<file path="src/rtl/conv_sched_pkg.sv">
`default_nettype none
// ============================================================================
// conv_sched_pkg : shared state type and sizing helpers for conv_window_sched
// Revision: 1.0
// ============================================================================
package conv_sched_pkg;

  typedef enum logic [2:0] {
    IDLE    = 3'd0,
    FETCH   = 3'd1,
    DRAIN   = 3'd2,
    COMPUTE = 3'd3,
    WRITE   = 3'd4
  } sched_state_t;

  function automatic int unsigned out_dim(input int unsigned img_dim, input int unsigned k);
    return img_dim - k + 1;
  endfunction

  function automatic int unsigned win_n(input int unsigned k);
    return k * k;
  endfunction

  function automatic int unsigned elem_lsb(input int unsigned idx, input int unsigned width);
    return idx * width;
  endfunction

endpackage
`default_nettype wire

</file>
<file path="src/rtl/conv_win_addr_gen.sv">
`default_nettype none
// ============================================================================
// conv_win_addr_gen : output-position and window-tap counters with image/output
// RAM address generation. Optional macro: CONV_SCHED_WINDOW_REUSE_EN
// Revision: 1.0
// ============================================================================
module conv_win_addr_gen #(
  parameter int IMG_W  = 28,
  parameter int IMG_H  = 28,
  parameter int K      = 5,
  parameter int ADDR_W = 10
) (
  input  logic              clk,
  input  logic              reset,
  input  logic              clear,
  input  logic              tap_step,
  input  logic              win_step,
  output logic [ADDR_W-1:0] pix_addr,
  output logic [ADDR_W-1:0] out_addr,
  output logic [31:0]       tap_idx,
  output logic              last_tap,
  output logic              last_col,
  output logic              last_window
);
  import conv_sched_pkg::*;

  localparam int unsigned OUT_W    = out_dim(IMG_W, K);
  localparam int unsigned OUT_H    = out_dim(IMG_H, K);
  localparam int unsigned LAST_COL = OUT_W - 1;
  localparam int unsigned LAST_ROW = OUT_H - 1;
  localparam int unsigned LAST_TAP = K - 1;

  logic [31:0] row, col, r, c;
  // Set while fetching only the newly exposed column of a reused window.
  logic        narrow;

  always_ff @(posedge clk) begin
    if (reset || clear) begin
      row    <= '0;
      col    <= '0;
      r      <= '0;
      c      <= '0;
      narrow <= 1'b0;
    end else if (win_step) begin
      r <= '0;
      if (col == LAST_COL) begin
        col    <= '0;
        row    <= (row == LAST_ROW) ? '0 : row + 1;
        c      <= '0;
        narrow <= 1'b0;
      end else begin
        col <= col + 1;
`ifdef CONV_SCHED_WINDOW_REUSE_EN
        c      <= LAST_TAP;
        narrow <= 1'b1;
`else
        c      <= '0;
        narrow <= 1'b0;
`endif
      end
    end else if (tap_step) begin
      if (narrow) begin
        r <= r + 1;
      end else if (c == LAST_TAP) begin
        c <= '0;
        r <= r + 1;
      end else begin
        c <= c + 1;
      end
    end
  end

  assign pix_addr    = ADDR_W'((row + r) * IMG_W + col + c);
  assign out_addr    = ADDR_W'(row * OUT_W + col);
  assign tap_idx     = r * K + c;
  assign last_tap    = (r == LAST_TAP) && (c == LAST_TAP);
  assign last_col    = (col == LAST_COL);
  assign last_window = (row == LAST_ROW) && (col == LAST_COL);

endmodule
`default_nettype wire

</file>
<file path="src/rtl/conv_window_sched.sv">
`default_nettype none
// ============================================================================
// conv_window_sched : frame sequencer feeding K*K windows to the conv engine.
// Optional macro: CONV_SCHED_WINDOW_REUSE_EN (column-shift window reuse)
// Revision: 1.0
// ============================================================================
module conv_window_sched #(
  parameter int INWIDTH  = 8,
  parameter int OUTWIDTH = 25,
  parameter int IMG_W    = 28,
  parameter int IMG_H    = 28,
  parameter int K        = 5,
  parameter int ADDR_W   = 10
) (
  input  logic                     clk,
  input  logic                     reset,
  input  logic                     go,
  output logic                     busy,
  output logic                     frame_done,
  output logic                     pix_rd_en,
  output logic [ADDR_W-1:0]        pix_addr,
  input  logic [INWIDTH-1:0]       pix_data,
  output logic                     eng_start,
  output logic [K*K*INWIDTH-1:0]   eng_x,
  input  logic                     eng_done,
  input  logic [OUTWIDTH-1:0]      eng_result,
  output logic                     out_wr_en,
  output logic [ADDR_W-1:0]        out_addr,
  output logic [OUTWIDTH-1:0]      out_data
);
  import conv_sched_pkg::*;

  localparam int unsigned WIN_N = win_n(K);
  localparam int unsigned XW    = WIN_N * INWIDTH;
  localparam int unsigned XIW   = (XW > 1) ? $clog2(XW) : 1;

  sched_state_t state, state_nxt;
  logic         clear, tap_step, win_step;
  logic         last_tap, last_col, last_window;
  logic [31:0]  tap_idx, cap_idx;
  logic         cap_valid;
  logic [XIW-1:0] cap_lsb;

  conv_win_addr_gen #(
    .IMG_W (IMG_W),
    .IMG_H (IMG_H),
    .K     (K),
    .ADDR_W(ADDR_W)
  ) u_addr_gen (
    .clk        (clk),
    .reset      (reset),
    .clear      (clear),
    .tap_step   (tap_step),
    .win_step   (win_step),
    .pix_addr   (pix_addr),
    .out_addr   (out_addr),
    .tap_idx    (tap_idx),
    .last_tap   (last_tap),
    .last_col   (last_col),
    .last_window(last_window)
  );

  always_ff @(posedge clk) begin
    if (reset) state <= IDLE;
    else       state <= state_nxt;
  end

  always_comb begin
    state_nxt  = state;
    clear      = 1'b0;
    tap_step   = 1'b0;
    win_step   = 1'b0;
    pix_rd_en  = 1'b0;
    eng_start  = 1'b0;
    out_wr_en  = 1'b0;
    frame_done = 1'b0;
    case (state)
      IDLE: begin
        if (go) begin
          clear     = 1'b1;
          state_nxt = FETCH;
        end
      end
      FETCH: begin
        pix_rd_en = 1'b1;
        if (last_tap) state_nxt = DRAIN;
        else          tap_step  = 1'b1;
      end
      DRAIN: state_nxt = COMPUTE;
      COMPUTE: begin
        eng_start = 1'b1;
        if (eng_done) state_nxt = WRITE;
      end
      WRITE: begin
        out_wr_en = 1'b1;
        win_step  = 1'b1;
        if (last_window) begin
          frame_done = 1'b1;
          state_nxt  = IDLE;
        end else begin
          state_nxt = FETCH;
        end
      end
      default: state_nxt = IDLE;
    endcase
  end

  assign busy    = (state != IDLE);
  // Read data returns one cycle after the strobe, so the tap index is delayed to match.
  assign cap_lsb = XIW'(elem_lsb(cap_idx, INWIDTH));

`ifdef CONV_SCHED_WINDOW_REUSE_EN
  logic [XW-1:0] x_shift;
  for (genvar gi = 0; gi < WIN_N; gi++) begin : g_shift
    if ((gi % K) != (K - 1)) begin : g_take
      assign x_shift[gi*INWIDTH +: INWIDTH] = eng_x[(gi+1)*INWIDTH +: INWIDTH];
    end else begin : g_keep
      assign x_shift[gi*INWIDTH +: INWIDTH] = eng_x[gi*INWIDTH +: INWIDTH];
    end
  end
`else
  logic unused_last_col;
  assign unused_last_col = last_col;
`endif

  always_ff @(posedge clk) begin
    if (reset) begin
      eng_x     <= '0;
      out_data  <= '0;
      cap_valid <= 1'b0;
      cap_idx   <= '0;
    end else begin
      cap_valid <= (state == FETCH);
      cap_idx   <= tap_idx;
      if (cap_valid) eng_x[cap_lsb +: INWIDTH] <= pix_data;
      if ((state == COMPUTE) && eng_done) out_data <= eng_result;
`ifdef CONV_SCHED_WINDOW_REUSE_EN
      if ((state == WRITE) && !last_col) eng_x <= x_shift;
`endif
    end
  end

endmodule
`default_nettype wire

</file>
<file path="config.mk">
export PLATFORM = sky130hd
export DESIGN_NAME = conv_window_sched
export DESIGN_NICKNAME = d
export VERILOG_FILES = /design/src/rtl/conv_sched_pkg.sv /design/src/rtl/conv_win_addr_gen.sv /design/src/rtl/conv_window_sched.sv
export SDC_FILE = /design/constraint.sdc
export NUM_CORES = 1
export LEC_CHECK = 0
export CORE_ASPECT_RATIO = 1.4
export CORE_MARGIN = 2
export CORE_UTILIZATION = 58
export CTS_CLUSTER_DIAMETER = 60
export DETAILED_ROUTE_END_ITERATION = 16
export PLACE_DENSITY = 0.83
export SETUP_SLACK_MARGIN = 0.2
export SYNTH_ARGS = -nofsm -noshare
export SYNTH_HDL_FRONTEND = slang
export SYNTH_SLANG_ARGS = --single-unit
</file>
<file path="constraint.sdc">
create_clock -name clk -period 8.7 [get_ports clk]
set_input_delay 1.305 -clock clk [delete_from_list [all_inputs] [get_ports clk]]
set_output_delay 1.305 -clock clk [all_outputs]
set_load 0.01 [all_outputs]
</file>
# --- Word-level counts from Yosys, hierarchy flattened ---
# Cells that the tools add are included.
classes:
  shift: 2
  mul: 3
  eq_ne: 11
  n_mux: 19
  n_reduce_logical: 10
  addsub: 10
op_table:
  columns: ["op", "count"]
  rows:
  - ["200-bit bitwise mux", 1]
  - ["8-bit by 10-bit variable shift with 200-bit output, first input constant", 1]
  - ["8-bit by 10-bit variable part select with 200-bit output", 1]
  - ["32-bit by 1-bit adder with 32-bit output, second input constant", 4]
  - ["32-bit 2-to-1 mux", 4]
  - ["32-bit by 3-bit equality test with 1-bit output, second input constant", 2]
  - ["32-bit by 5-bit equality test with 1-bit output, second input constant", 2]
  - ["32-bit adder", 1]
  - ["32-bit by 2-bit multiplier with 7-bit output, second input constant", 1]
  - ["32-bit by 3-bit multiplier with 5-bit output, second input constant", 1]
  - ["32-bit by 3-bit multiplier with 8-bit output, second input constant", 1]
  - ["10-bit adder", 3]
  - ["3-bit one-hot mux with 5 select lines", 1]
  - ["1-bit 2-to-1 mux", 10]
  - ["8-bit negation with 10-bit output", 1]
  - ["3-bit 2-to-1 mux", 3]
  - ["3-bit by 2-bit equality test with 1-bit output, second input constant", 2]
  - ["2-bit inequality test, second input constant", 3]
  - ["5-bit adder", 1]
  - ["2-bit AND reduction", 2]
  - ["3-bit by 1-bit equality test with 1-bit output, second input constant", 1]
  - ["3-bit equality test, second input constant", 1]
  - ["1-bit logical AND", 3]
  - ["3-bit zero test", 1]
  - ["other kinds (4)", 4]
word_totals:
  wordCells: 64
  out_inout_bits: 250
  in_bits: 37
  register_bits: 362

# --- Depth between registers and ports, before layout ---
# Gate-level depths: netlist of run 1.
logic_depth:
  ltp_word: 5
  depth_mapped: 20
  ltp_nobuf: 20

# --- Hierarchy ---
# A second synthesis of run 1 with hierarchy kept.
hier_totals:
  hier_cells: 2246
  area_unflattened_um2: 19523.7
by_module_without_submodules:
  columns: ["module", "area_per_inst_um2", "seq_area_each_um2", "instances", "cells_per_inst"]
  rows:
  - ["conv_win_addr_gen", 10456.3, 2562.5, 1, 1258]
  - ["conv_window_sched", 9067.4, 4684.5, 1, 988]

# --- Least setup slack after synthesis of run 1 ---
# OpenSTA, ideal clock, no wires.
synth_timing:
  path_type: "reg-to-output"
  startpoint: "register u_addr_gen.r[0]"
  endpoint: "output port pix_addr[9]"
  path_buffers: 0
  t_arrival_ns: 4.354
  t_required_ns: 7.395
  stages_incl_launch_ff: 19
  path_slack_ns: 3.041
  cell_sequence: "dfxtp_1 ha_1 fa_1 a21oi_1 o21ai_0 xor2_1 inv_1 fa_1 inv_1 ha_1 a21o_1 a21oi_1 xor2_1 fa_1 inv_1 ha_1 o41ai_1 xnor2_1 xnor2_1"
synth_between:
  elab_chain_cells: 4
synth_rtl:
  columns: ["element", "line", "rtl"]
  rows:
  - ["from (decl)", "conv_win_addr_gen.sv:33", "logic [31:0] row, col, r, c;"]
  - ["from (signal assigned)", "conv_win_addr_gen.sv:63", "r <= r + 1;"]
  - ["from (signal assigned)", "conv_win_addr_gen.sv:66", "r <= r + 1;"]
  - ["32-bit adder", "conv_win_addr_gen.sv:73", "assign pix_addr = ADDR_W'((row + r) * IMG_W + col + c);"]
  - ["32-bit by 3-bit multiplier with 8-bit output", "conv_win_addr_gen.sv:73", null]
  - ["10-bit adder (2 in series)", "conv_win_addr_gen.sv:73", null]
  - ["to (decl)", "conv_window_sched.sv:21", "output logic [ADDR_W-1:0] pix_addr,"]
# No other way between the ends.

# --- Worst setup path in the final report of run 1 ---
layout_timing:
  startpoint: "register u_addr_gen.row[0]"
  endpoint: "output port pix_addr[9]"
layout_between:
  elab_chain_cells: 4
layout_rtl:
  columns: ["element", "line", "rtl"]
  rows:
  - ["from (decl)", "conv_win_addr_gen.sv:33", null]
  - ["from (signal assigned)", "conv_win_addr_gen.sv:48", "row <= (row == LAST_ROW) ? '0 : row + 1;"]
  - ["32-bit adder", "conv_win_addr_gen.sv:73", null]
  - ["32-bit by 3-bit multiplier with 8-bit output", "conv_win_addr_gen.sv:73", null]
  - ["10-bit adder (2 in series)", "conv_win_addr_gen.sv:73", null]
# No other way between the ends.

==> flow_summary.toml, run 1 <==
[run]
max-cap-violations = 0

[synthesis]
synth_top_area_share_pct = 43.6
syn_area_um2 = 16600
seq_area_frac_synth_pct = 43.6
synth-main-ff-cell = "dfxtp_1"
yosys.cell_count.top_type = "nor2_1"
syn_area_per_cell_um2 = 8.72
synth.net_count = 2016
synth_warnings = 0
netlist_top_cells_count = "nor2_1, dfxtp_1, mux2i_1, nand2_1, a21oi_1"
syn_inst = 1906
synth_area_leaders = "dfxtp_1, mux2i_1, nor2_1, ha_1, xnor2_1"
yosys.area.top_type = "dfxtp_1"
async_reset_ff_share_pct = 0
synth_cell_types = 58
synth_edf_count = 0
yosys_register_bits = 362

[cells_and_area]
final_cell_area_um2 = 20800
drive_above_1_share_pct = 3.63
num_antenna_cells = 0
area_growth_pct = 25.2
finalNetCount = 2266

[timing]
rsz0062_at_grt = "no"
setup_ws_ps = 1560
min_period_over_period_pct = 82.1
fin_crit_ps = 7140
setup_tns_ps = 0
worst_pin_slew_ps = 1250
finClkSkew_ps = 8.39
setup_viol_count_final = 0
slew_headroom_pct = 16.4
max_freq_mhz = 140
drv_slew = 0
hold_violations = 0

[global_routing]
grt_overflow = 0
antenna_found_initial = 0
grt_pass1_vias = 13700
globalRouteTotalUtil_pct = 28.6
grt_first_pass_wirelength_um = 69800
grt_max_degree = 87

[placed_design]
io_buffers = 286
routabilityCongestion = 0.914
dpl_cell_area_um2 = 19700
pre_cts_ws_ps = 2100
hpwl_um = 31900

[min_path]
hold_class = "flop to flop"

[floorplan]
die_h_um = 204
core_um2 = 28300
die_area_um2 = 30100
row_count = 73
start_util_pct = 58.7
die_w_um = 147
ioPinCount = 287

[clocking]
clockBufferDepth = 3
root_buffer = "clkbuf_16"
htree_levels = 2
numCtsBuffers = 35
post_cts_buffers = 0
clkTransAtPathRegs_ps = 60
holdBufCountCts = 0
clkSinkCount = 362
cts_tree = "built"
cts_resized = 0
worstSkewPairLatency_ps = 510

[worst_setup_path]
path_class = "flop to primary output"
path_cells = "ha_1 -> fa_1 -> a21oi_1 -> o21ai_0 -> xor2_1 -> inv_1 -> fa_1 -> inv_1 -> ha_1 -> a21o_1 -> a21oi_1 -> xor2_1 -> fa_1 -> inv_1 -> ha_1 -> o41ai_1 -> xnor2_1 -> xnor2_1 -> clkdlybuf4s50_1"
arrival_ps = 5840
cp_slowest_stage_delay_ps = 580
endpoint_kind = "primary output"
cp_slowest_cell = "clkdlybuf4s50_1"
cp-start-kind = "flop"
critPathRequiredTime_ps = 7390
crit_fanout = 7

[routing]
drt_wl_total_um = 44400
num_vias = 14300
drc = 0
viasPerCell = 5.62
firstDrtPassIters = 5
wl_per_cell_um = 17.4
first_iter_violations = 917
ant_nets = 0

[pwr]
ir_drop_mv = 0.137
p_clk_share_pct = 44.5
intPower_uw = 2600
p_leak_uw = 0.00869
p_sw_uw = 750
p_sw_share_pct = 22.4
combPwrFrac_pct = 5.4
seq_power_share_pct = 50.2
power_density_nw_per_um2 = 161

[run_status]
status = "completed"
-- power by group through the flow --
| stage | sequential, uW | clock, uW | combinational [uW] |
|---|---|---|---|
| floorplan | 1720 | 0 | 103 |
| global route | 1680 | 1590 | 192 |
| detailed placement | 1720 | 0 | 178 |
| CTS | 1680 | 1510 | 179 |
| global placement | 1720 | 0 | 175 |
| finish | 1680 | 1490 | 179 |
-- state kept, by name, summed over array words and instances (netlist names) --
register        count
cap_valid           1
u_addr_gen.col     32
cap_idx             5
out_data           25
eng_x             200
u_addr_gen.c       32
u_addr_gen.row     32
state               3
u_addr_gen.r       32
-- stage by stage --
step,power (uW),hold slack [ps],util (%),instances
4_1_cts,3370,454,73.5,2553
5_1_grt,3460,473,73.5,2553
3_5_place_dp,1890,446,69.6,2494
2_1_floorplan,1820,458,-,1906
6_report,3350,454,73.5,2553
3_3_place_gp,1890,442,69.6,2494
-- cell type report --
class	count	area, um^2
Timing Repair Buffer	294	2920
Tap cell	375	469
Multi-Input combinational cell	1383	8760
Sequential cell	362	7250
Clock inverter	9	98.8
Fill cell	2088	7500
Inverter	80	300
Clock buffer	50	1010
-- cells in the final DEF, fill, tap and decap left out, types with 24 or more instances in the layout --
cell             Yosys  layout
or3_1               27      27
a21oi_1            112     112
clkbuf_16            0      37
ha_1                56      56
xnor2_1             77      77
inv_1               79      79
nor4_1              24      24
dfxtp_1            362     362
nor2_1             392     392
and2_1              32      32
mux2i_1            170     170
nand4_1             39      39
nand3_1             56      56
o21ai_0             32      32
xor2_1              60      60
nand2_1            167     167
clkdlybuf4s50_1      0     285
-- layer usage --
metal  global-route usage, %  vias to the layer above  part of all wire, %
li1                        -                     6899                    -
met1                    31.7                     6802                   38
met2                    52.6                      523                   51
met3                    4.53                      123                  5.8
met4                    15.0                        0                  5.4
met5                       0                        -                    0
-- logic make-up after synthesis --
kind of cell / after synthesis / synth area share (%)
fa+ha+maj: 73 / 6.26
flops: 362 / 43.6
compound gates: 176 / 5.99
mux: 170 / 10.2
buf+inv: 161 / 3.75
xor+xnor: 137 / 7.22
simple gates: 827 / 22.9
-- final timing paths --
| check | end | slack (ps) | start | depth (start not counted) |
|---|---|---|---|---|
| hold reg to reg | out_data[17]$_SDFFE_PP0P_ | 450 | out_data[17]$_SDFFE_PP0P_ | 2 |
| hold / removal | out_data[17]$_SDFFE_PP0P_ | 450 | out_data[17]$_SDFFE_PP0P_ | 2 |
| setup reg to reg | u_addr_gen.row[9]$_SDFFE_PP0P_ | 5430 | u_addr_gen.col[0]$_SDFFE_PP0P_ | 8 |
| setup / recovery | pix_addr[9] | 1560 | u_addr_gen.row[0]$_SDFFE_PP0P_ | 19 |
-- worst max-delay path: cells and delay by family (launching register included) --
kind	cells	cell delay [ps]
flip-flops	1	390
AO/OA/AOI/OAI	5	1120
adder cells (fa/ha/maj)	6	2200
buffers and inverters	4	800
XOR/XNOR	4	810
No activity file was read; power rests on OpenSTA's default activity.
==> run 2: changes to the inputs <==
--- a/config.mk
+++ b/config.mk
@@ -7,10 +7,10 @@
 export LEC_CHECK = 0
 export CORE_ASPECT_RATIO = 1.4
 export CORE_MARGIN = 2
-export CORE_UTILIZATION = 58
+export CORE_UTILIZATION = 48
 export CTS_CLUSTER_DIAMETER = 60
 export DETAILED_ROUTE_END_ITERATION = 16
-export PLACE_DENSITY = 0.83
+export PLACE_DENSITY = 0.73
 export SETUP_SLACK_MARGIN = 0.2
 export SYNTH_ARGS = -nofsm -noshare
 export SYNTH_HDL_FRONTEND = slang
==> constraint.sdc (replaced) <==
create_clock -name clk -period 6.2 [get_ports clk]
set_input_delay 0.93 -clock clk [delete_from_list [all_inputs] [get_ports clk]]
set_output_delay 0.93 -clock clk [all_outputs]
set_load 0.01 [all_outputs]
==> run 2 against run 1 <==
  * Non-clock buffer count up 7
  * Clock-buffer cell count up 3
  * Sequential cell count unchanged
  * Worst setup slack worse by 1200 ps
  * Register-to-register slack worse by 2600 ps
  * Final cell count up 3.4%
  * Hold slack about the same
  * Global-route usage down 4.6 points
  * Sequential share of layout area down 0.67 points
  * Clock power up 59%
  * Via count down 2.0%
  * Critical path type unchanged
  * Critical endpoint unchanged
  * Largest power group is now clock
  * Highest routed layer unchanged
==> flow_summary.toml, run 2 (synthesis results as in run 1) <==
[run_status]
status = "completed"

[routing]
drc = 0
wl_per_cell_um = 16.9
firstDrtPassIters = 5
ant_nets = 0
viasPerCell = 5.33
num_vias = 14100
drt_wl_total_um = 44500
first_iter_violations = 751

[worst_setup_path]
cp-start-kind = "flop"
arrival_ps = 4900
path_class = "flop to primary output"
crit_fanout = 7
endpoint_kind = "primary output"
critPathRequiredTime_ps = 5270
crit_start = "u_addr_gen.r[0]$_SDFFE_PP0P_"
timing.rr.start = "u_addr_gen.col[0]$_SDFFE_PP0P_"

[global_routing]
globalRouteTotalUtil_pct = 24.0
grt_pass1_vias = 13500
grt_overflow = 0
antenna_found_initial = 0
grt_max_degree = 105
grt_first_pass_wirelength_um = 70400

[floorplan]
ioPinCount = 287
start_util_pct = 48.7
die_area_um2 = 36200
die_w_um = 161
row_count = 80
core_um2 = 34100
die_h_um = 224

[clocking]
htree_levels = 2
clockBufferDepth = 3
clkTransAtPathRegs_ps = 60
worstSkewPairLatency_ps = 540
numCtsBuffers = 38
root_buffer = "clkbuf_16"
clkSinkCount = 362
cts_tree = "built"

[timing]
hold_ws_ps = 453
max_freq_mhz = 171
setup_ws_ps = 367
hold_violations = 0
worst_pin_slew_ps = 1160
setup_tns_ps = 0
min_period_over_period_pct = 94.1
slew_headroom_pct = 22.6
rsz0062_at_grt = "yes"
finClkSkew_ps = 21.9
setup_viol_count_final = 0
drv_slew = 0
fin_crit_ps = 5830

[pwr]
report.power.total_uw = 4980
seq_power_share_pct = 47.3
p_clk_share_pct = 47.6
intPower_uw = 3860
p_sw_uw = 1120
power_density_nw_per_um2 = 235
ir_drop_mv = 0.199
p_sw_share_pct = 22.5
p_leak_uw = 0.00887
combPwrFrac_pct = 5.1

[placed_design]
hpwl_um = 32300
dp.cells = 2574
io_buffers = 286
routabilityCongestion = 0.841
pre_cts_ws_ps = 30.2

[run]
max-cap-violations = 0

[cells_and_area]
final_common_cell = "nor2_1"
drive_above_1_share_pct = 5.21
largest_register = "eng_x"
finalNetCount = 2276
area_growth_pct = 27.7
num_antenna_cells = 0
largest_register_ffs = 200
layoutNonFillerInstCount = 2640
final_cell_mix = "nor2_1, dfxtp_1, clkdlybuf4s50_1"

[min_path]
hold_class = "flop to flop"
min_from = "out_data[8]$_SDFFE_PP0P_"
==> run 2: stage by stage <==
step           cell area [um^2]  utilization, %
2_1_floorplan             16600               -
3_3_place_gp              19800            58.1
3_5_place_dp              19800            58.1
4_1_cts                   21200            62.1
5_1_grt                   21200            62.2
6_report                  21200            62.2
==> run 2: layout make-up <==
| class | count | area (um^2) |
|---|---|---|
| Timing Repair Buffer | 301 | 2970 |
| Fill cell | 2875 | 12900 |
| Sequential cell | 362 | 7250 |
| Multi-Input combinational cell | 1383 | 8840 |
| Inverter | 80 | 300 |
| Clock inverter | 10 | 175 |
| Clock buffer | 53 | 1130 |
| Tap cell | 451 | 564 |
==> run 2: final timing paths <==
kind                                                  endpoint  cells past startpoint  slack [ps]
worst min-delay path                  out_data[8]$_SDFFE_PP0P_                      2         450
worst min register to register        out_data[8]$_SDFFE_PP0P_                      2         450
worst max register to register  u_addr_gen.row[2]$_SDFFE_PP0P_                      8        2870
worst max-delay path                               pix_addr[9]                     21         370
==> run 2: per-layer routing <==
layer | share of wire (%) | vias to the layer above | track usage (%) | routed length (um)
li1 | - | 6898 | - | -
met1 | 40 | 6661 | 27.8 | 17700
met2 | 51 | 404 | 43.1 | 22700
met3 | 4.8 | 104 | 3.67 | 2160
met4 | 4.4 | 0 | 11.6 | 1950
met5 | 0 | - | 0 | 0
==> run 2: timing repair <==
action | in CTS | in global routing
resized for setup | 17 | 8
setup endpoints to repair | 3 | 3
hold buffers | 0 | 0
pin swaps | 6 | 11
setup buffers | 3 | 0
==> run 2: worst max-delay path, stage by stage, from the launching register on <==
cell and delay, ps:
dfxtp_2 360, ha_2 210, fa_2 380, a21oi_2 140, o21ai_1 110, xor2_1 190, inv_1 90, fa_1 480
inv_1 60, ha_4 250, a21o_1 180, a21oi_2 140, xor2_1 90, fa_2 360, xnor2_2 150, xnor2_1 170
xnor2_1 150, xnor2_1 150, xnor2_1 100, xnor2_1 270, xnor2_1 170, buf_2 160
==> run 2: power groups by stage <==
| stage | logic (uW) | registers, uW | clock network (uW) |
|---|---|---|---|
| 3_5_place_dp | 253 | 2410 | 0 |
| 4_1_cts | 255 | 2360 | 2420 |
| 3_3_place_gp | 251 | 2410 | 0 |
| 6_report | 254 | 2360 | 2370 |
| 5_1_grt | 276 | 2360 | 2510 |
| 2_1_floorplan | 145 | 2410 | 0 |
